### src/rtl/hamming_pkg.sv
// Shared constants, data-position table and syndrome/encode helpers for the
// 15/11 Hamming link; used by both the transmit encoder and the receive decoder.
package hamming_pkg;

   localparam int HAM_N = 15;
   localparam int HAM_K = 11;
   localparam int HAM_P = 4;

   // Hamming position (1-based) of data bit i is DATA_POS[i*HAM_P +: HAM_P].
   localparam logic [HAM_K*HAM_P-1:0] DATA_POS = {
      4'd15, 4'd14, 4'd13, 4'd12, 4'd11, 4'd10, 4'd9, 4'd7, 4'd6, 4'd5, 4'd3
   };

   typedef struct packed {
      logic [HAM_K-1:0] data;
      logic [HAM_N-1:0] codeword;
      logic [HAM_P-1:0] syndrome;
      logic             err;
   } dec_result_t;

   function automatic logic [HAM_P-1:0] data_pos(input int i);
      return DATA_POS[i*HAM_P +: HAM_P];
   endfunction

   function automatic logic [HAM_P-1:0] ham_syndrome(input logic [HAM_N-1:0] cw);
      logic [HAM_P-1:0] s;
      s = '0;
      for (int p = 1; p <= HAM_N; p++) begin
         if (cw[p-1]) s = s ^ HAM_P'(p);
      end
      return s;
   endfunction

   // Parity positions start at zero, so the syndrome of the data-only word
   // is exactly the set of parity bits that makes the final syndrome zero.
   function automatic logic [HAM_N-1:0] ham_encode(input logic [HAM_K-1:0] data);
      logic [HAM_N-1:0] cw;
      logic [HAM_P-1:0] s;
      cw = '0;
      for (int i = 0; i < HAM_K; i++) begin
         cw[data_pos(i) - 4'd1] = data[i];
      end
      s = ham_syndrome(cw);
      for (int k = 0; k < HAM_P; k++) begin
         cw[(1 << k) - 1] = s[k];
      end
      return cw;
   endfunction

endpackage

### src/rtl/hamming_15_11_dec.sv
// Combinational 15/11 Hamming decode: syndrome, single-bit correction and
// data extraction from a captured codeword.
module hamming_15_11_dec
   import hamming_pkg::*;
(
   input  logic [HAM_N-1:0] cw,
   output dec_result_t      res
);

   logic [HAM_P-1:0] syn;
   logic [HAM_N-1:0] corr;
   logic [HAM_K-1:0] data;

   always_comb begin
      syn  = ham_syndrome(cw);
      corr = cw;
      // A non-zero syndrome names the 1-based position to flip.
      if (syn != '0) corr[syn - 4'd1] = ~cw[syn - 4'd1];
      data = '0;
      for (int i = 0; i < HAM_K; i++) begin
         data[i] = corr[data_pos(i) - 4'd1];
      end
   end

   assign res.data     = data;
   assign res.codeword = corr;
   assign res.syndrome = syn;
   assign res.err      = (syn != '0);

endmodule

### src/rtl/hamming_rx_decoder.sv
// Receive side of the 15/11 Hamming link: deserialize, capture, decode, register.
// Optional saturating error counter enabled by macro HAMMING_RX_ERRCNT_EN.
module hamming_rx_decoder
   import hamming_pkg::*;
(
   input  logic             clk,
   input  logic             RST,
   input  logic             sl_in,
   input  logic             shift,
   input  logic             align,
   output logic [HAM_K-1:0] data_out,
   output logic [HAM_N-1:0] codeword_out,
   output logic [HAM_P-1:0] syndrome,
   output logic             err_flag,
   output logic             data_valid,
   output logic [3:0]       bit_count
`ifdef HAMMING_RX_ERRCNT_EN
   ,
   output logic [15:0]      err_count
`endif
);

   // Handshake: shift is a valid-only qualifier with no backpressure, one bit
   // accepted on every edge where shift=1; data_valid is push-only, high for
   // exactly one cycle per frame and qualifying all decoded outputs.

   logic [HAM_N-1:0] sreg;
   logic [HAM_N-1:0] sreg_nxt;
   logic [HAM_N-1:0] cw_q;
   logic [3:0]       count_nxt;
   logic             last_bit;
   logic             frame_rdy;
   dec_result_t      dec;

   always_comb begin
      sreg_nxt  = sreg;
      count_nxt = bit_count;
      last_bit  = 1'b0;
      if (align) begin
         // A bit arriving with align starts the new frame as its bit 0.
         sreg_nxt  = shift ? {sl_in, {(HAM_N-1){1'b0}}} : '0;
         count_nxt = shift ? 4'd1 : 4'd0;
      end else if (shift) begin
         sreg_nxt = {sl_in, sreg[HAM_N-1:1]};
         if (bit_count == 4'(HAM_N - 1)) begin
            count_nxt = 4'd0;
            last_bit  = 1'b1;
         end else begin
            count_nxt = bit_count + 4'd1;
         end
      end
   end

   always_ff @(posedge clk or negedge RST) begin
      if (!RST) begin
         sreg      <= '0;
         bit_count <= '0;
         cw_q      <= '0;
         frame_rdy <= 1'b0;
      end else begin
         sreg      <= sreg_nxt;
         bit_count <= count_nxt;
         frame_rdy <= last_bit;
         if (last_bit) cw_q <= sreg_nxt;
      end
   end

   hamming_15_11_dec u_dec (
      .cw  (cw_q),
      .res (dec)
   );

   always_ff @(posedge clk or negedge RST) begin
      if (!RST) begin
         data_out     <= '0;
         codeword_out <= '0;
         syndrome     <= '0;
         err_flag     <= 1'b0;
         data_valid   <= 1'b0;
      end else begin
         data_valid <= frame_rdy;
         if (frame_rdy) begin
            data_out     <= dec.data;
            codeword_out <= dec.codeword;
            syndrome     <= dec.syndrome;
            err_flag     <= dec.err;
         end
      end
   end

`ifdef HAMMING_RX_ERRCNT_EN
   always_ff @(posedge clk or negedge RST) begin
      if (!RST) begin
         err_count <= '0;
      end else if (data_valid && err_flag && (err_count != 16'hFFFF)) begin
         err_count <= err_count + 16'd1;
      end
   end
`endif

endmodule

### config.mk
export PLATFORM = sky130hd
export DESIGN_NAME = hamming_rx_decoder
export DESIGN_NICKNAME = d
export VERILOG_FILES = /design/src/rtl/hamming_pkg.sv /design/src/rtl/hamming_15_11_dec.sv /design/src/rtl/hamming_rx_decoder.sv
export SDC_FILE = /design/constraint.sdc
export NUM_CORES = 1
export LEC_CHECK = 0
export CAP_MARGIN = 20
export CELL_PAD_IN_SITES_DETAIL_PLACEMENT = 0
export CELL_PAD_IN_SITES_GLOBAL_PLACEMENT = 2
export CORE_MARGIN = 4
export CORE_UTILIZATION = 36
export CTS_CLUSTER_DIAMETER = 50
export DETAILED_ROUTE_END_ITERATION = 10
export PLACE_DENSITY = 0.85
export SYNTH_ARGS = -nofsm -noshare
export SYNTH_HDL_FRONTEND = slang
export SYNTH_SLANG_ARGS = --single-unit
### constraint.sdc
create_clock -name clk -period 4.7 [get_ports clk]
set_clock_uncertainty 0.2 [all_clocks]
set_input_delay 0.47 -clock clk [delete_from_list [all_inputs] [get_ports clk]]
set_output_delay 0.47 -clock clk [all_outputs]
set_load 0.1 [all_outputs]
==> results.sh, run 1 <==
export IMPL_cp_required_ps=4730
export IMPL_clockBufferDepth=2
export IMPL_rsz0062_at_grt="no"
export IMPL_fp_dieArea_sq_um=10300
export IMPL_cts_hold_buf=0
export IMPL_wl_per_cell_um=16.3
export IMPL_first_pass_iters=4
export IMPL_min_path_type="primary input to asynchronous set/reset pin"
export IMPL_die_h_um=102
export IMPL_route_detailed_drc=0
export IMPL_synth_fp_nets=313
export IMPL_critical_path_max_stage_delay_ps=490
export IMPL_track_usage_pct=14.7
export IMPL_worstSetupPathType="register to register"
export IMPL_initialDrtViolationCount=87
export IMPL_cts_tree="yes"
export IMPL_antennaDiodeCount=0
export IMPL_ctsResizeCount=0
export IMPL_crit_fanout=12
export IMPL_status="completed"
export IMPL_start_util_pct=37.7
export IMPL_grt_pass1_wl_um=11800
export IMPL_finalPower_mw=0.948
export IMPL_synth_ff_type="dfrtp_1"
export IMPL_endpoint_kind="register"
export IMPL_worst_r2r_setup_slack_ps=1150
export IMPL_coreArea_sq_um=8340
export IMPL_antenna_found_initial=0
export IMPL_syn_avg_cell_area_sq_um=10.4
export IMPL_grt_max_degree=57
export IMPL_cts_max_level=2
export IMPL_wl_um=7130
export IMPL_critical_path_cell_chain="xnor2_1 -> xnor2_1 -> xnor2_1 -> ha_1 -> ha_1 -> mux4_1 -> nand2_1 -> nand3_1 -> mux2_4 -> o211a_1 -> o211ai_1"
export IMPL_post_cts_buffers=0
export IMPL_cp_slowest_cell="ha_1"
export IMPL_synthTopCellsByArea="dfrtp_1 (45%), mux2i_1 (6.0%), mux2_2 (5.7%), xnor2_1 (4.5%), nand2_1 (3.7%)"
export IMPL_clk_pin_slew_ps=100
export IMPL_area_growth_pct=16.2
export IMPL_antenna_left=0
export IMPL_ir_worst_vdd_mv=0.146
export IMPL_async_flop_share_pct=100
export IMPL_synth_area_sq_um=3150
export IMPL_max_cap_viol_count=0
export IMPL_grt_overflow=0
export IMPL_root_buffer="clkbuf_8"
export IMPL_slew_violations=0
export IMPL_rows=33
export IMPL_synth_seq_area_share_pct=44.5
export IMPL_fin_crit_sh_pct=75.6
export IMPL_start_kind="register"
export IMPL_routabilityCongestion=0.847
export IMPL_final_hold_viol_count=0
export IMPL_r2r_cells=11
export IMPL_slew_headroom_pct=33.7
export IMPL_synth_edff_count=0
export IMPL_fillers=813
export IMPL_avgViaCountPerCell=5.24
export IMPL_fp_dieW_um=102
export IMPL_synth_seq_cells=56
export IMPL_netlist_instances=303
export IMPL_vias=2292
export IMPL_crit_arrival_ps=3580
export IMPL_power_density_nw_per_um2=259
export IMPL_ios=41
export IMPL_numCtsBuffers=5
export IMPL_power_static_leakage_nw=1.63
export IMPL_period_needed_ps=3550
export IMPL_finalNetCount=341
export IMPL_cts_sinks=56
export IMPL_worstReg2RegEnd="data_out[0]"
export IMPL_tns_ps=0
export IMPL_crit_top_cell="xnor2_1"
export IMPL_yosysWarnings=0
export IMPL_synth_top_area_cell="dfrtp_1"
export IMPL_setup_viol=0
export IMPL_tightest_slew_ps=995
export IMPL_r2r_start="cw_q[10]"
export IMPL_worstSkewPairLatency_ps=310
export IMPL_port_buffers=40
export IMPL_fmax_ghz=0.281
export IMPL_layout_drive_gt1_share_pct=14.8
export IMPL_grt_pass1_vias=2193
export IMPL_synth_distinct_cells=51
export IMPL_yosys_area_top_type_share_pct=44.5
export IMPL_dp_hpwl_um=5050
## kinds of logic after synthesis
logic type / synth area share, %
buffers and inverters: 5.48
flip-flops: 44.5
AO/OA/AOI/OAI: 13.6
XOR/XNOR: 7.87
AND/OR/NAND/NOR: 12.8
multiplexers: 13.8
adder cells (fa/ha/maj): 1.99
## worst max-delay path by stage
stage             start              end  cells past startpoint
2_1_floorplan  cw_q[10]  codeword_out[1]                     12
3_3_place_gp   cw_q[10]      data_out[0]                     11
3_5_place_dp   cw_q[10]      data_out[0]                     11
4_1_cts        cw_q[10]      data_out[0]                     11
5_1_grt        cw_q[10]  codeword_out[1]                     11
6_report       cw_q[10]      data_out[0]                     11
## worst max-delay path: cells and delay by family (launching register included)
family          cells  cell delay, ps
simple gates        2             170
mux                 2             650
compound gates      2             400
xor+xnor            3             650
fa+ha+maj           2             940
flops               1             460
## sequential cells by signal (all words and copies together), names as in the netlist
| name | count |
|---|---|
| cw_q | 15 |
| sreg | 15 |
| data_out | 11 |
| bit_count | 4 |
| codeword_out | 4 |
| syndrome | 4 |
| data_valid | 1 |
| err_flag | 1 |
| frame_rdy | 1 |
## per-layer routing
| metal | part of all wire, % | global-route usage (%) |
|---|---|---|
| met1 | 49 | 21.4 |
| met2 | 47 | 22.3 |
| met3 | 3.0 | 3.37 |
| met4 | 1.2 | 3.27 |
| met5 | 0 | 0 |
## per-stage QoR
step | cells | hold slack (ps) | worst slack (ps) | util (%) | instance area [sq um]
floorplan | 303 | -25.6 | 1240 | - | 3150
global placement | 429 | 273 | 1270 | 42.7 | 3560
detailed placement | 429 | 277 | 1200 | 42.7 | 3560
CTS | 437 | 111 | 1150 | 43.8 | 3660
global route | 437 | 135 | 843 | 43.8 | 3660
finish | 437 | 80.3 | 1150 | 43.8 | 3660
## report_power, final
group / switching [mW] / internal [mW]
clock: 0.156 / 0.120
combinational: 0.126 / 0.0477
sequential: 0.00808 / 0.490
total: 0.290 / 0.658
## layout by cell type, fill, tap and decap left out, types with 7 or more instances in the layout
cell type        netlist  final
dfrtp_1               56     56
clkdlybuf4s50_1        0     39
nand2_1               31     31
nor2_1                25     25
mux2i_1               19     19
a21oi_1               18     18
xnor2_1               16     16
mux2_2                16     16
o21ai_0               14     14
nand3_1                9      9
o211ai_1               7      7
## cell type report
class                   instances  area [sq um]  area share (%)
multi-input cells             217          1580            43.2
well taps                     105           131            3.59
inverters                       7          26.3           0.718
repair buffers                 44           425            11.6
flip-flops and latches         56          1400            38.3
clock buffers                   7          86.3            2.36
clock inverters                 1          7.51           0.205
## synthesized netlist by cell type (6+ instances only)
master / count
dfrtp_1: 56
nand2_1: 31
nor2_1: 25
mux2i_1: 19
a21oi_1: 18
mux2_2: 16
xnor2_1: 16
o21ai_0: 14
buf_4: 11
nand3_1: 9
clkbuf_1: 8
o211ai_1: 7
a21o_1: 6
a31oi_1: 6
Power figures use the tool's default switching activity.
==> run 2, diff against run 1 <==
--- a/config.mk
+++ b/config.mk
@@ -9,10 +9,10 @@
 export CELL_PAD_IN_SITES_DETAIL_PLACEMENT = 0
 export CELL_PAD_IN_SITES_GLOBAL_PLACEMENT = 2
 export CORE_MARGIN = 4
-export CORE_UTILIZATION = 36
+export CORE_UTILIZATION = 32
 export CTS_CLUSTER_DIAMETER = 50
 export DETAILED_ROUTE_END_ITERATION = 10
-export PLACE_DENSITY = 0.85
+export PLACE_DENSITY = 0.81
 export SYNTH_ARGS = -nofsm -noshare
 export SYNTH_HDL_FRONTEND = slang
 export SYNTH_SLANG_ARGS = --single-unit
==> constraint.sdc (replaced) <==
create_clock -name clk -period 3 [get_ports clk]
set_clock_uncertainty 0.2 [all_clocks]
set_input_delay 0.3 -clock clk [delete_from_list [all_inputs] [get_ports clk]]
set_output_delay 0.3 -clock clk [all_outputs]
set_load 0.1 [all_outputs]
==> run 2 against run 1 <==
Net effect: die area up 11%; first-iteration DRC count up 23%; final cell count up 14%; critical path type unchanged.
==> results.sh, run 2 (synthesis gave the netlist of run 1 again) <==
export IMPL_status="completed"
export IMPL_finalPower_mw=1.55
export IMPL_ios=41
export IMPL_rsz0062_at_grt="yes"
export IMPL_final_cell_mix="buf_4 (74), dfrtp_1 (55), nand2_1 (30)"
export IMPL_cts_tree="yes"
export IMPL_wl_um=7600
export IMPL_critical_path_cell_chain="xnor2_1 -> xnor2_2 -> xnor2_2 -> ha_4 -> buf_6 -> mux4_2 -> nand2_1 -> nand3_1 -> mux2_4 -> o211a_4 -> o21ai_0"
export IMPL_setup_slack_ps=48.3
export IMPL_endpoint_kind="register"
export IMPL_power_static_leakage_nw=1.90
export IMPL_fmax_ghz=0.339
export IMPL_cp_slowest_cell="mux4_2"
export IMPL_numCtsBuffers=5
export IMPL_placedCellCount=485
export IMPL_finalNetCount=378
export IMPL_crit_fanout=6
export IMPL_ir_worst_vdd_mv=0.174
export IMPL_start_util_pct=33.4
export IMPL_grt_pass1_wl_um=12600
export IMPL_start_kind="register"
export IMPL_grt_pass1_vias=2452
export IMPL_power_density_nw_per_um2=383
export IMPL_first_pass_iters=4
export IMPL_min_path_type="register to register"
export IMPL_fin_crit_sh_pct=98.4
export IMPL_clockBufferDepth=2
export IMPL_area_growth_pct=28.7
export IMPL_port_buffers=40
export IMPL_cp_required_ps=3040
export IMPL_final_common_cell="buf_4"
export IMPL_vias=2412
export IMPL_antennaDiodeCount=0
export IMPL_fp_dieArea_sq_um=11500
export IMPL_setup_viol=0
export IMPL_fillers=914
export IMPL_tightest_slew_ps=720
export IMPL_post_route_util_pct=43.0
export IMPL_reg_top3="cw_q x15, sreg x15, data_out x11"
export IMPL_layout_drive_gt1_share_pct=39.0
export IMPL_die_h_um=107
export IMPL_crit_family="multiplexers"
export IMPL_avgViaCountPerCell=4.84
export IMPL_wl_per_cell_um=15.3
export IMPL_place_ws_ps=-155
export IMPL_antenna_found_initial=0
export IMPL_critical_path_max_stage_delay_ps=490
export IMPL_slew_headroom_pct=51.6
export IMPL_routabilityCongestion=0.778
export IMPL_worst_path_buf_inv=1
export IMPL_fp_dieW_um=107
export IMPL_worstSetupPathType="register to register"
export IMPL_max_cap_viol_count=0
export IMPL_crit_top_cell="xnor2_2"
export IMPL_final_hold_viol_count=0
export IMPL_clk_pin_slew_ps=110
export IMPL_crit_arrival_ps=3000
export IMPL_period_needed_ps=2950
export IMPL_dp_hpwl_um=5720
export IMPL_rows=35
export IMPL_route_detailed_drc=0
export IMPL_cts_max_level=2
export IMPL_track_usage_pct=13.8
export IMPL_final_cells=498
export IMPL_coreArea_sq_um=9420
export IMPL_antenna_left=0
export IMPL_cts_sinks=56
export IMPL_initialDrtViolationCount=107
export IMPL_worstSkewPairLatency_ps=320
export IMPL_slew_violations=0
export IMPL_grt_overflow=0
export IMPL_grt_max_degree=31
export IMPL_root_buffer="clkbuf_8"
==> run 2: final cells by class <==
class | count | area (sq um) | share of cell area (%)
multi-input combinational | 217 | 1730 | 42.8
sequential | 56 | 1400 | 34.6
timing repair buffer | 81 | 627 | 15.5
tap | 129 | 161 | 3.99
clock buffer | 5 | 68.8 | 1.70
inverter | 7 | 30.0 | 0.741
clock inverter | 3 | 27.5 | 0.680
==> run 2: repair_timing <==
action / in CTS / in global routing
hold buffers: 1 / 0
buffers inserted: 3 / 1
hold endpoints to repair: 28 / 0
resized for setup: 10 / 18
pin swaps: 4 / 4
endpoints found under the setup margin: 11 / 14
==> run 2: report_power, final <==
group / internal [mW] / switching (mW)
sequential: 0.768 / 0.0125
clock: 0.172 / 0.273
combinational: 0.111 / 0.215
==> run 2: per-layer routing <==
layer	routed length [um]	up-vias	global-route usage [%]
met5	0	-	0
met4	112	0	3.29
met3	197	7	2.11
met2	3690	26	22.7
met1	3600	1200	19.0
li1	-	1179	-
==> run 2: worst paths after layout <==
kind                            slack [ps]               to            start  cells after the start
max in group asynchronous             1590      syndrome[3]              RST                      3
min in group asynchronous              350      data_out[9]              RST                      2
worst min-delay path                   300  codeword_out[7]  codeword_out[7]                      1
worst min register to register         300  codeword_out[7]  codeword_out[7]                      1
worst max-delay path                    50      data_out[5]          cw_q[2]                     11
worst max register to register          50      data_out[5]          cw_q[2]                     11
==> run 2: per-stage QoR <==
stage               TNS, ps  hold WS [ps]  area, sq um
finish                    0           296         4050
global route           -413           315         4050
CTS                       0           300         3950
detailed placement     -987           176         3760
global placement          0           185         3760
floorplan                 0          -196         3170
==> run 3, diff against run 2 <==
--- a/config.mk
+++ b/config.mk
@@ -9,10 +9,11 @@
 export CELL_PAD_IN_SITES_DETAIL_PLACEMENT = 0
 export CELL_PAD_IN_SITES_GLOBAL_PLACEMENT = 2
 export CORE_MARGIN = 4
-export CORE_UTILIZATION = 32
+export CORE_UTILIZATION = 33
+export CTS_BUF_LIST = sky130_fd_sc_hd__clkbuf_2 sky130_fd_sc_hd__clkbuf_4 sky130_fd_sc_hd__clkbuf_8
 export CTS_CLUSTER_DIAMETER = 50
 export DETAILED_ROUTE_END_ITERATION = 10
-export PLACE_DENSITY = 0.81
+export PLACE_DENSITY = 0.83
 export SYNTH_ARGS = -nofsm -noshare
 export SYNTH_HDL_FRONTEND = slang
 export SYNTH_SLANG_ARGS = --single-unit
==> run 3 against run 2 <==
Net effect: cell area fell by 0.62%; combinational power barely moved; global-route usage fell by 0.12 points; via count rose by 1.1%; total power barely moved; core utilization rose by 0.34 points; hold slack got worse by 9.3 ps; die area fell by 2.8%; critical path type unchanged; largest cell class unchanged.
==> results.sh, run 3 (synthesis gave the netlist of run 1 again) <==
export IMPL_status="completed"
export IMPL_seqPwrFrac_pct=50.3
export IMPL_tns_ps=0
export IMPL_fmax_ghz=0.335
export IMPL_start_util_pct=33.9
export IMPL_track_usage_pct=13.6
export IMPL_p_sw_mw=0.502
export IMPL_p_clk_share_pct=28.7
export IMPL_finalNetCount=383
export IMPL_fin_crit_sh_pct=99.4
export IMPL_power_static_leakage_nw=1.91
export IMPL_place_ws_ps=-131
export IMPL_post_route_util_pct=43.4
export IMPL_coreArea_sq_um=9280
export IMPL_critical_path_cell_chain="xnor2_2 -> xnor2_1 -> xnor2_1 -> ha_2 -> ha_4 -> mux4_1 -> nand2_1 -> nand3_1 -> mux2_4 -> o211a_4 -> o211ai_1"
export IMPL_fp_dieArea_sq_um=11200
export IMPL_first_pass_iters=4
export IMPL_antenna_left=0
export IMPL_cts_tree="yes"
export IMPL_root_buffer="clkbuf_8"
export IMPL_initialDrtViolationCount=94
export IMPL_grt_pass1_vias=2462
export IMPL_setup_slack_ps=17.8
export IMPL_worstReg2RegEnd="codeword_out[3]"
export IMPL_wl_um=7520
export IMPL_start_kind="register"
export IMPL_worst_r2r_setup_slack_ps=20
export IMPL_final_cells=503
export IMPL_grt_max_degree=31
export IMPL_sw_frac_of_total_pct=32.4
export IMPL_crit_fanout=6
export IMPL_setup_viol=0
export IMPL_clockBufferDepth=2
export IMPL_wl_per_cell_um=15.0
export IMPL_cts_sinks=56
export IMPL_slew_violations=0
export IMPL_layout_area_seq_sq_um=1400
export IMPL_route_detailed_drc=0
export IMPL_critical_path_max_stage_delay_ps=430
export IMPL_reg_top3="cw_q x15, sreg x15, data_out x11"
export IMPL_port_buffers=40
export IMPL_rows=35
export IMPL_layout_drive_gt1_share_pct=38.2
export IMPL_antennaDiodeCount=0
export IMPL_routabilityCongestion=0.808
export IMPL_grt_overflow=0
export IMPL_max_cap_viol_count=0
export IMPL_timing_hold_ws_ps=287
export IMPL_final_common_cell="buf_4"
export IMPL_area_growth_pct=27.9
export IMPL_slew_headroom_pct=59.1
export IMPL_multi_input_area_sq_um=1680
export IMPL_clk_pin_slew_ps=120
export IMPL_crit_arrival_ps=3020
export IMPL_cp_required_ps=3040
export IMPL_crit_top_cell="xnor2_1"
export IMPL_grt_pass1_wl_um=12400
export IMPL_cts_max_level=2
export IMPL_ios=41
export IMPL_final_hold_viol_count=0
export IMPL_worstSkewPairLatency_ps=320
export IMPL_antenna_found_initial=0
export IMPL_cp_slowest_cell="dfrtp_1"
export IMPL_min_path_type="primary input to asynchronous set/reset pin"
export IMPL_final_cell_mix="buf_4 (79), dfrtp_1 (55), nand2_1 (30)"
export IMPL_rsz0062_at_grt="yes"
export IMPL_die_h_um=106
export IMPL_comb_power_share_pct=21.1
export IMPL_avgViaCountPerCell=4.85
export IMPL_numCtsBuffers=5
export IMPL_worstSetupPathType="register to register"
export IMPL_fillers=939
export IMPL_r2r_cells=11
export IMPL_ir_worst_vdd_mv=0.208
export IMPL_endpoint_kind="register"
export IMPL_dp_hpwl_um=5580
export IMPL_vias=2438
export IMPL_placedCellCount=485
export IMPL_p_int_mw=1.05
export IMPL_r2r_start="cw_q[8]"
export IMPL_tightest_slew_ps=609
export IMPL_fp_dieW_um=106
export IMPL_period_needed_ps=2980
export IMPL_power_density_nw_per_um2=386
run 3: cell count changes in the layout (fill, tap and decap cells not counted), moves of 2 or more:
cell | before | now
xnor2_1 | 8 | 12
o21ai_1 | 0 | 3
o21ai_0 | 13 | 11
ha_2 | 0 | 2
xnor2_2 | 10 | 6
buf_4 | 74 | 79
run 3: through the flow:
| step | cell area (sq um) | total power, mW |
|---|---|---|
| after floorplan | 3170 | 0.999 |
| after global placement | 3760 | 1.09 |
| after detailed placement | 3760 | 1.09 |
| after CTS | 3920 | 1.55 |
| after global routing | 4030 | 1.62 |
| final | 4030 | 1.55 |
run 3: worst max path at each step:
stage | start | end | slack, ps | cells past startpoint
finish | cw_q[8] | codeword_out[3] | 20 | 11
global placement | cw_q[2] | codeword_out[1] | -30 | 11
floorplan | cw_q[6] | codeword_out[1] | 0.8 | 12
CTS | cw_q[10] | codeword_out[3] | -10 | 11
global route | cw_q[8] | codeword_out[3] | -160 | 11
detailed placement | cw_q[8] | data_out[6] | -130 | 11
run 3: critical path: cells and delay by family, from the launching register on:
| family | cells | cell delay, ps |
|---|---|---|
| AO/OA/AOI/OAI | 2 | 350 |
| multiplexers | 2 | 610 |
| XOR/XNOR | 3 | 480 |
| AND/OR/NAND/NOR | 2 | 160 |
| flip-flops | 1 | 430 |
| adder cells (fa/ha/maj) | 2 | 660 |
run 3: repair_timing:
item                                   CTS  global route
setup endpoints to repair               11            14
resized for setup                        7            13
cloned                                   0             0
pin swaps                                8             6
setup buffers                            3             6
hold buffers                             1             0
endpoints found under the hold margin   20             0
run 3: per-layer routing:
layer	part of all wire, %	vias up	global-route usage, %
li1	-	1191	-
met1	48	1204	19.4
met2	48	35	22.0
met3	2.6	8	1.71
met4	1.3	0	3.61
met5	0	-	0
run 3: final cells by class:
type,count,share of cell area (%)
multi-input combinational,217,41.7
sequential,56,34.8
timing repair buffer,86,16.4
tap,129,4.01
clock buffer,5,1.71
inverter,7,0.746
clock inverter,3,0.560
run 3: power groups by stage:
stage | clock network [mW] | logic (mW) | registers [mW]
4_1_cts | 0.462 | 0.310 | 0.781
5_1_grt | 0.488 | 0.350 | 0.783
6_report | 0.445 | 0.327 | 0.780
3_3_place_gp | 0 | 0.298 | 0.794
3_5_place_dp | 0 | 0.298 | 0.795
2_1_floorplan | 0 | 0.133 | 0.866
